$ cat config.mk
export PLATFORM = sky130hd
export DESIGN_NAME = palette_index_encoder
export DESIGN_NICKNAME = d
export VERILOG_FILES = /design/src/rtl/palette_index_encoder.sv
export SDC_FILE = /design/constraint.sdc
export NUM_CORES = 1
export LEC_CHECK = 0
export BUFFER_PORTS_ARGS = -buffer_cell sky130_fd_sc_hd__buf_4
export CORE_ASPECT_RATIO = 0.75
export CORE_UTILIZATION = 35
export CTS_BUF_LIST = sky130_fd_sc_hd__clkbuf_8
export CTS_CLUSTER_SIZE = 10
export DETAILED_ROUTE_END_ITERATION = 8
export PLACE_DENSITY = 0.61
export RECOVER_POWER = 50
export SLEW_MARGIN = 10
export SYNTH_ARGS = -nofsm -noshare
export SYNTH_HDL_FRONTEND = slang
export SYNTH_SLANG_ARGS = --single-unit
$ cat constraint.sdc
create_clock -name Clk -period 7.2 [get_ports Clk]
set_clock_uncertainty 0.1 [all_clocks]
set_input_delay 1.44 -clock Clk [delete_from_list [all_inputs] [get_ports Clk]]
set_output_delay 1.44 -clock Clk [all_outputs]
set_load 0.005 [all_outputs]
$ cat src/rtl/palette_index_encoder.sv
// Nearest-colour palette lookup: each accepted 12-bit RGB pixel is compared against
// SEARCH_LEN palette entries (Manhattan distance). Optional macro: PAL_EARLY_EXIT_EN.
module palette_index_encoder #(
    parameter int SEARCH_LEN = 16
) (
    input  logic        Clk,
    input  logic        Reset_n,
    input  logic        pal_we,
    input  logic [3:0]  pal_addr,
    input  logic [11:0] pal_data,
    input  logic        in_valid,
    output logic        in_ready,
    input  logic [11:0] in_rgb,
    output logic        out_valid,
    input  logic        out_ready,
    output logic [3:0]  out_index,
    output logic [5:0]  out_dist,
    output logic        out_exact
);

    typedef enum logic [1:0] {
        IDLE   = 2'd0,
        SEARCH = 2'd1,
        DONE   = 2'd2
    } state_t;

    localparam logic [3:0] LAST_IDX = 4'(SEARCH_LEN - 1);

    state_t      state_reg, state_next;
    logic [11:0] pal_reg [16];
    logic [11:0] pix_reg, pix_next;
    logic [3:0]  cnt_reg, cnt_next;
    logic [3:0]  best_idx_reg, best_idx_next;
    logic [5:0]  best_dist_reg, best_dist_next;
    logic        out_valid_reg, out_valid_next;
    logic [3:0]  out_index_reg, out_index_next;
    logic [5:0]  out_dist_reg, out_dist_next;
    logic        out_exact_reg, out_exact_next;

    logic [11:0] cand_rgb;
    logic [5:0]  cur_dist;
    logic        last_cmp;

    always_ff @(posedge Clk or negedge Reset_n) begin
        if (!Reset_n) begin
            for (int i = 0; i < 16; i++) begin
                pal_reg[i] <= 12'h000;
            end
        end else if (pal_we) begin
            pal_reg[pal_addr] <= pal_data;
        end
    end

    assign cand_rgb = pal_reg[cnt_reg];

    // One absolute channel difference per colour component (B, G, R).
    genvar gi;
    generate
        for (gi = 0; gi < 3; gi++) begin : g_ch
            logic [3:0] pix_ch;
            logic [3:0] pal_ch;
            logic [3:0] diff;
            assign pix_ch = pix_reg[gi*4 +: 4];
            assign pal_ch = cand_rgb[gi*4 +: 4];
            assign diff   = (pix_ch >= pal_ch) ? (pix_ch - pal_ch) : (pal_ch - pix_ch);
        end
    endgenerate

    assign cur_dist = {2'b00, g_ch[0].diff} + {2'b00, g_ch[1].diff} + {2'b00, g_ch[2].diff};

    always_ff @(posedge Clk or negedge Reset_n) begin
        if (!Reset_n) begin
            state_reg     <= IDLE;
            pix_reg       <= 12'h000;
            cnt_reg       <= 4'd0;
            best_idx_reg  <= 4'd0;
            best_dist_reg <= 6'd63;
            out_valid_reg <= 1'b0;
            out_index_reg <= 4'd0;
            out_dist_reg  <= 6'd0;
            out_exact_reg <= 1'b0;
        end else begin
            state_reg     <= state_next;
            pix_reg       <= pix_next;
            cnt_reg       <= cnt_next;
            best_idx_reg  <= best_idx_next;
            best_dist_reg <= best_dist_next;
            out_valid_reg <= out_valid_next;
            out_index_reg <= out_index_next;
            out_dist_reg  <= out_dist_next;
            out_exact_reg <= out_exact_next;
        end
    end

    always_comb begin
        state_next     = state_reg;
        pix_next       = pix_reg;
        cnt_next       = cnt_reg;
        best_idx_next  = best_idx_reg;
        best_dist_next = best_dist_reg;
        out_valid_next = out_valid_reg;
        out_index_next = out_index_reg;
        out_dist_next  = out_dist_reg;
        out_exact_next = out_exact_reg;
        last_cmp       = 1'b0;

        case (state_reg)
            IDLE: begin
                if (in_valid) begin
                    pix_next       = in_rgb;
                    cnt_next       = 4'd0;
                    best_idx_next  = 4'd0;
                    best_dist_next = 6'd63;
                    state_next     = SEARCH;
                end
            end
            SEARCH: begin
                // Strict compare keeps the lowest index on ties.
                if (cur_dist < best_dist_reg) begin
                    best_dist_next = cur_dist;
                    best_idx_next  = cnt_reg;
                end
                last_cmp = (cnt_reg == LAST_IDX);
`ifdef PAL_EARLY_EXIT_EN
                if (cur_dist == 6'd0) begin
                    last_cmp = 1'b1;
                end
`endif
                if (last_cmp) begin
                    state_next = DONE;
                end else begin
                    cnt_next = cnt_reg + 4'd1;
                end
            end
            DONE: begin
                // First DONE cycle captures the result; afterwards it is held
                // until the consumer takes it.
                if (!out_valid_reg) begin
                    out_valid_next = 1'b1;
                    out_index_next = best_idx_reg;
                    out_dist_next  = best_dist_reg;
                    out_exact_next = (best_dist_reg == 6'd0);
                end else if (out_ready) begin
                    out_valid_next = 1'b0;
                    state_next     = IDLE;
                end
            end
            default: begin
                state_next = IDLE;
            end
        endcase
    end

    assign in_ready  = Reset_n && (state_reg == IDLE);
    assign out_valid = out_valid_reg;
    assign out_index = out_index_reg;
    assign out_dist  = out_dist_reg;
    assign out_exact = out_exact_reg;

endmodule
==> qor.csv <==
metric,value,unit
Site Rows,57,
RSZ-0062 raised after global routing,no,
ys flop type,dfrtp_1,
Inserted Clock Buffers,39,
failing checks,"capacitance limit, slew limit",
htree depth,2,
drt initial violations,376,
core box area,32400,µm²
Layout Utilization,40.2,%
Die H,159,µm
Final TNS setup,0,ns
initial antenna violation count,1,
max incr delay on CP,0.70,ns
WL final,26800,µm
gp weighted congestion,0.814,
"Hold-fix buffers, CTS",0,
hold_ws,0.399,ns
Synth area leader,dfrtp_1,
synthesis-to-finish area growth,13.4,%
CTS tree,built,
final net count,948,
crit path max-delay cell type,dfrtp_4,
syn nets,900,
"EDFF count, synth",0,
setup repair bufs after CTS,0,
Clock Sinks,232,
status,"finished, violations left",
register bit total from synthesis,232,
hpwl dp,17400,µm
vias per cell,5.10,
Starting Density,35.5,%
Mapped Area,11500,µm²
area share of the largest cell type after synthesis,49.2,%
Largest register FFs,192,
worst skew pair latency,0.57,ns
pin slew with the least headroom to its limit,3.72,ns
number of max-cap violations,5,
Ant. Diodes,0,
DR WL/cell,19.9,µm
fin crit share,85.3,%
final setup fails,0,
Slew HR,-148,%
syn_area_per_cell,13.9,µm²
Syn Inst Count,825,
HP Class,flop to flop,
antenna-violating nets left,0,
largest net degree at the start of global routing,101,
minimum clock period,6.14,ns
# IOs,46,
clock root buffer,clkbuf_8,
hold violation count in the final report,0,
routed via count,6860,
CP most frequent cell,ha_1,
critical path type,flop to flop,
Startpoint Class,flop,
layout cells sized above 1,42.6,%
post-route DRC violation count,0,
Worst Setup End Kind,flop,
Tot GR Track Use,16.6,%
GRT overflow,0,
Synth cell types,45,
Max Fclk,163,MHz
largest cells by area after synthesis,"dfrtp_1, mux2_2, mux4_2, ha_1, fa_1",
first-pass GRT wire length,42700,µm
Critical Path RT,7.54,ns
Slew Limit Fails,193,
Die Wd,211,µm
Post-CTS Resized,0,
number of global-route vias before repair,7159,
WP data arrival,6.48,ns
worst-path fanout max,35,
Pre-Repair DR Iteration Count,4,
ys async rst share,100,%
DIE AREA,33600,µm²
Worst Setup Slack post-DPL,1.03,ns
number of buffer cells added on primary ports,45,
post-synthesis sequential area ratio,50.6,%
Setup WS post-layout,1.06,ns
YS warnings,0,
CP cell instances,"buf_12, mux4_2, o221ai_2, inv_1, ha_1, a21oi_1, o21ai_0, mux2i_1, xor2_1, fa_1, inv_1, ha_1, a21oi_1, nand2_1, xnor2_1, ha_1, a21o_1, a211oi_1, o21ai_1, buf_4, mux2i_1",
clock buffer depth,3,
Clock transition at path regs,0.06,ns
layer usage:
layer / up-vias / wire, µm / track usage (%)
li1: 3087 / - / -
met1: 3572 / 13500 / 26.0
met2: 158 / 11200 / 22.9
met3: 41 / 1670 / 3.74
met4: 2 / 405 / 4.41
met5: - / 10 / 0
synth_stat cells, drive strengths merged, types with 2 or more instances:
master	count
a211oi	2
a21o	3
a21oi	14
a221oi	5
a22o	5
and2	4
buf	28
clkbuf	21
dfrtp	226
dfstp	6
fa	11
ha	31
inv	41
mux2	202
mux2i	16
mux4	48
nand2	44
nand2b	11
nand3	10
nand3b	6
nand4	4
nor2	26
nor2b	8
o21ai	21
o221ai	8
o22a	7
xnor2	2
xor2	5
worst max-delay path, delay by kind of cell (launching register included):
family                   cells  cell delay, ns
adder cells (fa/ha/maj)      4            1.36
multiplexers                 3            0.98
XOR/XNOR                     2            0.39
AO/OA/AOI/OAI                7            1.63
flip-flops                   1            0.70
buffers and inverters        4            0.75
AND/OR/NAND/NOR              1            0.11
layout make-up:
cell class              count  area (µm²)
inverters                  41         154
flip-flops and latches    232        5820
fillers                  3092       19400
repair buffers             56         414
clock inverters            18        81.3
multi-input cells         503        5290
well taps                 442         553
clock buffers              52         716
path summary, 6_finish.rpt:
path	endpoint	start	slack, ns	depth (start not counted)
max in group asynchronous	cnt_reg[0]$_DFFE_PN0P_	Reset_n	1.79	2
max reg2reg	best_idx_reg[1]$_DFFE_PN0P_	cnt_reg[0]$_DFFE_PN0P_	1.06	21
min in group asynchronous	pal_reg[123]$_DFFE_PN0P_	Reset_n	0.84	1
max	best_idx_reg[1]$_DFFE_PN0P_	cnt_reg[0]$_DFFE_PN0P_	1.06	21
min reg2reg	pal_reg[152]$_DFFE_PN0P_	pal_reg[152]$_DFFE_PN0P_	0.40	1
min	pal_reg[152]$_DFFE_PN0P_	pal_reg[152]$_DFFE_PN0P_	0.40	1
logic make-up (layout without fill, tap and decap cells):
logic type / after synthesis / in the layout / share of synthesized area, %
compound gates: 71 / 71 / 4.68
fa+ha+maj: 42 / 42 / 5.29
xor+xnor: 7 / 7 / 0.534
simple gates: 117 / 117 / 4.80
mux: 266 / 266 / 30.6
buf+inv: 90 / 167 / 3.47
flops: 232 / 232 / 50.6
metrics by stage:
| stage | cell area, µm² | instances |
|---|---|---|
| after global routing | 13000 | 1344 |
| after CTS | 13100 | 1344 |
| after detailed placement | 12300 | 1274 |
| after global placement | 12300 | 1274 |
| final | 13000 | 1344 |
| after floorplan | 11500 | 825 |
cells in the final DEF (no fill, tap or decap), types with 7 or more instances in the layout:
cell type,instances
o22a_1,7
mux4_2,47
clkbuf_1,7
nor2b_1,8
dfrtp_1,224
inv_1,49
nand2_1,44
mux2i_1,16
nand2b_1,11
nor2_1,21
o21ai_0,20
mux2_2,202
fa_1,11
buf_4,41
nand3_1,10
clkbuf_8,52
a21oi_1,14
ha_1,31
Power is not shown: default switching activity piles up to over one toggle a cycle in this logic, so the estimate is an artifact.
